==> src/rtl/pixel_xor_pkg.sv <==
// Shared FSM state type and default sizing for the pixel XOR engine.
package pixel_xor_pkg;

  localparam int DEF_NUM_CH = 3;
  localparam int DEF_DATA_W = 8;
  localparam int DEF_DEPTH  = 16384;

  typedef enum logic [1:0] {
    IDLE   = 2'd0,
    FETCH  = 2'd1,
    XFORM  = 2'd2,
    FINISH = 2'd3
  } state_t;

endpackage

==> src/rtl/pixel_xor_if.sv <==
// Keystream handshake plus pixel-memory read/write bus of the pixel XOR engine.
interface pixel_xor_if #(
  parameter int NUM_CH = pixel_xor_pkg::DEF_NUM_CH,
  parameter int DATA_W = pixel_xor_pkg::DEF_DATA_W,
  parameter int ADDR_W = $clog2(pixel_xor_pkg::DEF_DEPTH)
);
  localparam int PIX_W = NUM_CH * DATA_W;

  logic              key_valid;
  logic [PIX_W-1:0]  key_data;
  logic              key_ready;

  logic              rd_en;
  logic [ADDR_W-1:0] rd_addr;
  logic [PIX_W-1:0]  rd_data;

  logic              wr_en;
  logic [ADDR_W-1:0] wr_addr;
  logic [PIX_W-1:0]  wr_data;

  modport master (
    input  key_valid, key_data, rd_data,
    output key_ready, rd_en, rd_addr, wr_en, wr_addr, wr_data
  );

  modport slave (
    output key_valid, key_data, rd_data,
    input  key_ready, rd_en, rd_addr, wr_en, wr_addr, wr_data
  );

endinterface

==> src/rtl/pixel_xor_lane.sv <==
// One colour channel: XOR with keystream, plus a chain register when
// PIXEL_XOR_ENGINE_CHAIN_EN is defined.
module pixel_xor_lane #(
  parameter int DATA_W = 8
) (
`ifdef PIXEL_XOR_ENGINE_CHAIN_EN
  input  logic              clk,
  input  logic              rst,
  input  logic              clear,
  input  logic              en,
  input  logic              dir,
`endif
  input  logic [DATA_W-1:0] pix,
  input  logic [DATA_W-1:0] key,
  output logic [DATA_W-1:0] res
);

`ifdef PIXEL_XOR_ENGINE_CHAIN_EN
  logic [DATA_W-1:0] prev_reg;

  assign res = pix ^ key ^ prev_reg;

  // Encrypt chains on the ciphertext it produced, decrypt on the ciphertext it consumed.
  always_ff @(posedge clk) begin
    if (rst || clear) begin
      prev_reg <= '0;
    end else if (en) begin
      prev_reg <= dir ? pix : res;
    end
  end
`else
  assign res = pix ^ key;
`endif

endmodule

==> src/rtl/pixel_xor_engine.sv <==
// Frame engine: fetch each pixel, XOR it with one keystream word, write it back.
// Optional chaining mode is enabled by defining PIXEL_XOR_ENGINE_CHAIN_EN.
module pixel_xor_engine
  import pixel_xor_pkg::*;
#(
  parameter  int NUM_CH = DEF_NUM_CH,
  parameter  int DATA_W = DEF_DATA_W,
  parameter  int DEPTH  = DEF_DEPTH,
  localparam int ADDR_W = $clog2(DEPTH),
  localparam int PIX_W  = NUM_CH * DATA_W
) (
  input  logic             clk,
  input  logic             rst,
  input  logic             start,
  input  logic             abort,
  input  logic [ADDR_W:0]  len,
  input  logic             dir,
  pixel_xor_if.master      bus,
  output logic             busy,
  output logic             done
);

  localparam logic [ADDR_W:0]   DEPTH_CNT = (ADDR_W + 1)'(DEPTH);
  localparam logic [ADDR_W:0]   CNT_ONE   = 1;
  localparam logic [ADDR_W-1:0] ADDR_ONE  = 1;

  state_t            state_reg, state_next;
  logic [ADDR_W-1:0] addr_reg, addr_next;
  logic [ADDR_W:0]   count_reg, count_next;
  logic [PIX_W-1:0]  pix_reg, pix_next;
  logic              first_reg, first_next;
  logic              done_reg, done_next;

  logic              rd_en, key_ready, wr_en, start_acc, halt;
  logic [ADDR_W:0]   len_clamped;
  logic [PIX_W-1:0]  pix_cur, lane_res;

  assign halt        = rst | abort;
  assign len_clamped = (len > DEPTH_CNT) ? DEPTH_CNT : len;
  // Read data lands on the first XFORM cycle; afterwards the held copy is used.
  assign pix_cur     = first_reg ? bus.rd_data : pix_reg;

  always_ff @(posedge clk) begin
    if (rst) begin
      state_reg <= IDLE;
      addr_reg  <= '0;
      count_reg <= '0;
      pix_reg   <= '0;
      first_reg <= 1'b0;
      done_reg  <= 1'b0;
    end else begin
      state_reg <= state_next;
      addr_reg  <= addr_next;
      count_reg <= count_next;
      pix_reg   <= pix_next;
      first_reg <= first_next;
      done_reg  <= done_next;
    end
  end

  always_comb begin
    state_next = state_reg;
    addr_next  = addr_reg;
    count_next = count_reg;
    pix_next   = pix_reg;
    first_next = 1'b0;
    done_next  = done_reg;
    rd_en      = 1'b0;
    key_ready  = 1'b0;
    wr_en      = 1'b0;
    start_acc  = 1'b0;

    if (halt) begin
      state_next = IDLE;
    end else begin
      case (state_reg)
        IDLE: begin
          if (start) begin
            start_acc  = 1'b1;
            count_next = len_clamped;
            addr_next  = '0;
            done_next  = 1'b0;
            state_next = (len_clamped == '0) ? FINISH : FETCH;
          end
        end
        FETCH: begin
          rd_en      = 1'b1;
          first_next = 1'b1;
          state_next = XFORM;
        end
        XFORM: begin
          key_ready = 1'b1;
          pix_next  = pix_cur;
          if (bus.key_valid) begin
            wr_en = 1'b1;
            if ({1'b0, addr_reg} == count_reg - CNT_ONE) begin
              state_next = FINISH;
            end else begin
              addr_next  = addr_reg + ADDR_ONE;
              state_next = FETCH;
            end
          end
        end
        FINISH: begin
          done_next  = 1'b1;
          state_next = IDLE;
        end
        default: state_next = IDLE;
      endcase
    end
  end

  genvar gi;
  generate
    for (gi = 0; gi < NUM_CH; gi++) begin : g_lane
      pixel_xor_lane #(
        .DATA_W (DATA_W)
      ) u_lane (
`ifdef PIXEL_XOR_ENGINE_CHAIN_EN
        .clk   (clk),
        .rst   (rst),
        .clear (start_acc),
        .en    (wr_en),
        .dir   (dir),
`endif
        .pix   (pix_cur[gi*DATA_W +: DATA_W]),
        .key   (bus.key_data[gi*DATA_W +: DATA_W]),
        .res   (lane_res[gi*DATA_W +: DATA_W])
      );
    end
  endgenerate

`ifndef PIXEL_XOR_ENGINE_CHAIN_EN
  // Direction and start strobe only matter to the chain registers.
  logic unused_cfg;
  assign unused_cfg = dir ^ start_acc;
`endif

  assign bus.key_ready = key_ready;
  assign bus.rd_en     = rd_en;
  assign bus.rd_addr   = addr_reg;
  assign bus.wr_en     = wr_en;
  assign bus.wr_addr   = addr_reg;
  assign bus.wr_data   = wr_en ? lane_res : '0;
  assign busy          = (state_reg != IDLE);
  assign done          = done_reg;

endmodule
==> src/flat_wrapper.sv <==
// flat-port wrapper written by rule: the top's interface ports become plain ports
module pixel_xor_engine_flat import pixel_xor_pkg::*;
#(
  parameter  int NUM_CH = DEF_NUM_CH,
  parameter  int DATA_W = DEF_DATA_W,
  parameter  int DEPTH  = DEF_DEPTH,
  localparam int ADDR_W = $clog2(DEPTH),
  localparam int PIX_W  = NUM_CH * DATA_W
)
  (clk, rst, start, abort, len, dir, busy, done, bus_key_valid, bus_key_data, bus_rd_data, bus_key_ready, bus_rd_en, bus_rd_addr, bus_wr_en, bus_wr_addr, bus_wr_data);
  pixel_xor_if #(.NUM_CH(NUM_CH), .DATA_W(DATA_W)) bus_i ();
  input  logic clk;
  input  logic rst;
  input  logic start;
  input  logic abort;
  input  logic [ADDR_W:0] len;
  input  logic dir;
  output logic busy;
  output logic done;
  input wire logic [$bits(bus_i.key_valid)-1:0] bus_key_valid;
  input wire logic [$bits(bus_i.key_data)-1:0] bus_key_data;
  input wire logic [$bits(bus_i.rd_data)-1:0] bus_rd_data;
  output wire logic [$bits(bus_i.key_ready)-1:0] bus_key_ready;
  output wire logic [$bits(bus_i.rd_en)-1:0] bus_rd_en;
  output wire logic [$bits(bus_i.rd_addr)-1:0] bus_rd_addr;
  output wire logic [$bits(bus_i.wr_en)-1:0] bus_wr_en;
  output wire logic [$bits(bus_i.wr_addr)-1:0] bus_wr_addr;
  output wire logic [$bits(bus_i.wr_data)-1:0] bus_wr_data;
  assign bus_i.key_valid = bus_key_valid;
  assign bus_i.key_data = bus_key_data;
  assign bus_i.rd_data = bus_rd_data;
  assign bus_key_ready = bus_i.key_ready;
  assign bus_rd_en = bus_i.rd_en;
  assign bus_rd_addr = bus_i.rd_addr;
  assign bus_wr_en = bus_i.wr_en;
  assign bus_wr_addr = bus_i.wr_addr;
  assign bus_wr_data = bus_i.wr_data;
  pixel_xor_engine #(.NUM_CH(NUM_CH), .DATA_W(DATA_W), .DEPTH(DEPTH)) u_core (.clk(clk), .rst(rst), .start(start), .abort(abort), .len(len), .dir(dir), .bus(bus_i), .busy(busy), .done(done));
endmodule
==> config.mk <==
export PLATFORM = sky130hd
export DESIGN_NAME = pixel_xor_engine_flat
export DESIGN_NICKNAME = d
export VERILOG_FILES = /design/src/rtl/pixel_xor_pkg.sv /design/src/rtl/pixel_xor_if.sv /design/src/rtl/pixel_xor_lane.sv /design/src/rtl/pixel_xor_engine.sv /design/src/flat_wrapper.sv
export SDC_FILE = /design/constraint.sdc
export NUM_CORES = 1
export LEC_CHECK = 0
export CORE_AREA = 5 5 126 98
export CTS_CLUSTER_DIAMETER = 50
export DETAILED_ROUTE_END_ITERATION = 10
export DIE_AREA = 0 0 131 103
export SYNTH_ARGS = -nofsm -noshare
export SYNTH_HDL_FRONTEND = slang
export SYNTH_HIERARCHICAL = 1
export SYNTH_SLANG_ARGS = --single-unit
==> constraint.sdc <==
create_clock -name clk -period 5.1 [get_ports clk]
set_clock_uncertainty 0.15 [all_clocks]
set_input_delay 0.765 -clock clk [delete_from_list [all_inputs] [get_ports clk]]
set_output_delay 0.765 -clock clk [all_outputs]
set_load 0.005 [all_outputs]
# == Yosys cells after proc, flatten, opt, wreduce, memory -nomap -nowiden ==
# Index checks and enable logic that the tools add are counted.
# classes
n_addsub,2
n_mul,0
div,0
magnitude_cmp,1
n_eq_ne,7
shift,0
n_mux,21
bitwise_logic,5
n_reduce_logical,11
# op_table
operator,n
$mux 24,2
$mux 14,3
$pmux 14 s2,1
$xor 8x8->8,3
$eq 14x15->1,1
$gt 15x15->1 const B,1
$logic_not 15->1,1
$mux 15,1
$sub 15x1->15 const B,1
$add 14x1->14 const B,1
$mux 1,8
$mux 2,4
$pmux 2 s4,1
$ne 2x2->1 const B,3
$reduce_and 3->1,2
$reduce_bool 2->1,3
$reduce_and 5->1,1
$eq 2x2->1 const B,2
$reduce_and 2->1,2
$eq 2x1->1 const B,1
$logic_not 2->1,1
$pmux 1 s2,1
$reduce_or 2->1,1
$not 1->1,1
$or 1x1->1,1
# totals
ff_bits,57
latch_bits,0
ramBits,0
mem_bits_ro,0
input_bits,69
out_inout_bits,57
elab_cells,53
n_memories,0

# == Logic depth before layout (Yosys ltp) ==
# depth
ltp_word,6
ltp_mapped,11

# == Cells and area by module ==
# The synthesis kept the hierarchy.
# by_module_without_submodules
mod,instances,cells_per_inst,area_per_inst_um2,seq_area_each_um2
pixel_xor_engine,1,458,3538.4,1141.1
pixel_xor_lane,3,8,70.1,0.0

# == Worst setup path after synthesis ==
# OpenSTA, ideal clock, no wires.
# synth_timing
path_kind,flip-flop to flip-flop
from,register u_core.count_reg[5]
to,register u_core.addr_reg[4] (netlist: u_core/bus.rd_addr[4])
t_arrival_ns,2.535
required_ns,4.836
slack_ns,2.301
path_stages_with_launch,11
n_path_buf,3
cell_sequence,dfxtp_1 -> buf_6 -> or3_4 -> or3_1 -> a2111o_1 -> a222oi_1 -> and4_1 -> buf_4 -> buf_8 -> nor2_1 -> a21o_1
# synth_between
elab_chain_len,4
# synth_lines
item,line_no,source
start: declaration,pixel_xor_engine.sv:29,"logic [ADDR_W:0] count_reg, count_next;"
start signal: assignment,pixel_xor_engine.sv:54,count_reg <= count_next;
$sub 15x1->15,pixel_xor_engine.sv:96,"if ({1'b0, addr_reg} == count_reg - CNT_ONE) begin"
$eq 14x15->1,pixel_xor_engine.sv:96,
$ne 2x2->1 (no source line),--,
$reduce_and 5->1 (no source line),--,
end signal: assignment,pixel_xor_engine.sv:53,addr_reg <= addr_next;
end: declaration,pixel_xor_engine.sv:28,"logic [ADDR_W-1:0] addr_reg, addr_next;"
# Every way passes these cells.
# A chain may end at the register's enable or synchronous reset.

# == Final worst setup path ==
# layout_timing
from,input abort
to,output bus_wr_data[19]
# layout_between
elab_chain_len,3
# layout_lines
item,line_no,source
start: declaration,flat_wrapper.sv:15,input logic abort;
$or 1x1->1,pixel_xor_engine.sv:38,assign halt = rst | abort;
$mux 1,pixel_xor_engine.sv:73,if (halt) begin
$mux 24,pixel_xor_engine.sv:144,assign bus.wr_data = wr_en ? lane_res : '0;
end: declaration,flat_wrapper.sv:28,output wire logic [$bits(bus_i.wr_data)-1:0] bus_wr_data;
# Every way passes these cells.

==> impl_metrics.tcl <==
set metrics [dict create \
    start_util 0.336 \
    overflow 0 \
    final.fill_count 1091 \
    crit_path_start_kind "input port" \
    clkSinkCount 57 \
    slowest_stage "inv_1" \
    cts-root-buf "clkbuf_16" \
    cp.arrival_ns 3.36 \
    wl_per_cell_um 16.2 \
    slew_viol_final 0 \
    p_total_w 0.00130 \
    power_leakage_nw 2.19 \
    gp_congestion 0.873 \
    layout_setup_ws_ns 0.823 \
    p_clk_frac 0.527 \
    drive_gt1_frac 0.0858 \
    pin_count 126 \
    crit_type "in -> out" \
    grt_use_total 0.172 \
    finalCritPeriodShare 0.839 \
    cts_tree "built" \
    postCtsSetupRepairBufs 0 \
    cap_viol_max_count 0 \
    grt_pass1_vias 3646 \
    synth.most_common_cell "nand2_1" \
    syn_inst 482 \
    path_clk_slew_ns 0.05 \
    grt_max_degree 37 \
    cp_top_family "buffers and inverters" \
    placed_cell_area_um2 4960 \
    via_per_inst 5.31 \
    via_count 3863 \
    maxSlewHeadroom 0.285 \
    final_area_um2 5300 \
    finalSetupTns_ns 0 \
    status "finished clean" \
    post_cts_resized 0 \
    antenna_found_initial 0 \
    diodes 0 \
    ys_seq_area_frac 0.304 \
    ant_nets 0 \
    pre_cts_slack_ns 0.819 \
    required_ns 4.18 \
    die_x_um 131 \
    hold_viol 0 \
    period_minus_slack_ns 4.28 \
    dr.pass1.iters 5 \
    synthDominantCellAreaShare 0.304 \
    power_density_nw_per_um2 245 \
    rsz0062_at_grt "false" \
    crit_chain "clkdlybuf4s50_1, nor2_1, nand2_1, buf_4, inv_1, and3_1, clkdlybuf4s50_1" \
    port_buffers 124 \
    cts_htree_levels 3 \
    peakVddDrop_mv 0.161 \
    clock.fmax_ghz 0.234 \
    crit_path_max_fanout 36 \
    avgSynthCellArea_um2 7.78 \
    clock_latency_ns 0.33 \
    rows 34 \
    synthArstFlopShare 0 \
    cp-end-kind "primary output" \
    setup_viol 0 \
    regArea_um2 1140 \
    coreArea_um2 11100 \
    synth_edf_count 0 \
    tightest_slew_ns 1.07 \
    synthTopCellsByCount "nand2_1, dfxtp_1, nor2_1" \
    crit_buf_inv 4 \
    grt_pass1_wl_mm 18.4 \
    combPwrFrac 0.121 \
    finalWirelength_mm 11.8 \
    hpwl_mm 8.73 \
    synth_seq_cells 57 \
    hold_ws_ns 0.301 \
    ys.flop_type "dfxtp_1" \
    synth.largest_area_cell "dfxtp_1" \
    yosys-top-cells-area "dfxtp_1, mux2_2, nand2_1, xor2_1, and3_1" \
    largest_reg_flops 24 \
    multi_input_area_um2 2310 \
    synth_area_um2 3750 \
    clockBufferDepth 2 \
    synth.distinct_cells 53 \
    dr.first_iter.drc_count 409 \
    cpPeakStageDelay_ns 0.72 \
    cts_buffers 9 \
    cts_hold_buf 0 \
    yosys_warnings 6 \
    crit_path_frequent_cell "clkdlybuf4s50_1" \
    netSwitchingPower_w 0.000289 \
    min_path_type "reg -> reg" \
    drc 0 \
    pwr-share-seq 0.352 \
    nNetsFinal 653 \
    swShare 0.222 \
    die_h_um 103 \
    die_area_um2 13500 \
    internal_power_w 0.00101 \
    area_growth_pct 41.4 \
    syn_nets 557 \
]
## placed cells by master, fill, tap and decap left out, types with 13 or more instances in the layout
cell             instances
a21oi_1                 23
mux2_2                  25
xor2_1                  27
nand2_1                 66
dfxtp_1                 57
nand4_1                 13
nor2_1                  34
a22oi_1                 15
nand3_1                 33
and3_1                  28
clkdlybuf4s50_1        124
o21ai_0                 19
inv_1                   15
## final timing paths
path / start / end / slack (ns) / depth (start not counted)
setup / recovery: abort / bus_wr_data[19] / 0.82 / 7
setup reg to reg: u_core/count_reg[0] / u_core/bus.rd_addr[1] / 1.77 / 9
hold reg to reg: u_core/pix_reg[10] / u_core/pix_reg[10] / 0.30 / 2
hold / removal: u_core/pix_reg[10] / u_core/pix_reg[10] / 0.30 / 2
## metal layers
metal	vias up	global-route usage	wire, um
met5	-	0	0
met4	0	0.0411	53
met3	6	0.0528	804
met2	142	0.278	5670
met1	1824	0.225	5280
li1	1891	-	-
## area by class of cell
class,count,share of cell area
clock buffer,11,0.0439
sequential,57,0.215
clock inverter,5,0.0196
timing repair buffer,129,0.241
inverter,15,0.0106
tap,144,0.0340
multi-input combinational,366,0.435
## worst register-to-register path, stage by stage (launching register included)
cell and delay [ns]:
dfxtp_1 0.37, inv_1 0.09, ha_1 0.22, nor4b_1 0.59, nand4_1 0.18, a21o_1 0.23, a222oi_1 0.41, and4_1 0.63
nor3_1 0.13, a31o_2 0.23
## per-stage QoR
step                utilization  cells
floorplan                     -    482
global placement          0.445    711
detailed placement        0.445    711
CTS                       0.476    727
global route              0.476    727
finish                    0.476    727
## power groups by stage
stage / registers, W / clock network, W / logic [W]
6_report: 0.000458 / 0.000686 / 0.000158
5_1_grt: 0.000458 / 0.000719 / 0.000173
4_1_cts: 0.000457 / 0.000700 / 0.000157
3_5_place_dp: 0.000467 / 0 / 0.000156
3_3_place_gp: 0.000466 / 0 / 0.000153
2_1_floorplan: 0.000463 / 0 / 0.0000789
## cells by family (layout without fill, tap and decap cells)
family,after synthesis,after routing,share of synthesized area
buf+inv,59,160,0.0798
flops,57,57,0.304
fa+ha+maj,6,6,0.0200
xor+xnor,36,36,0.0841
compound gates,85,85,0.149
mux,28,28,0.0831
simple gates,211,211,0.280
Note: power is estimated with default switching activity, not from simulation.
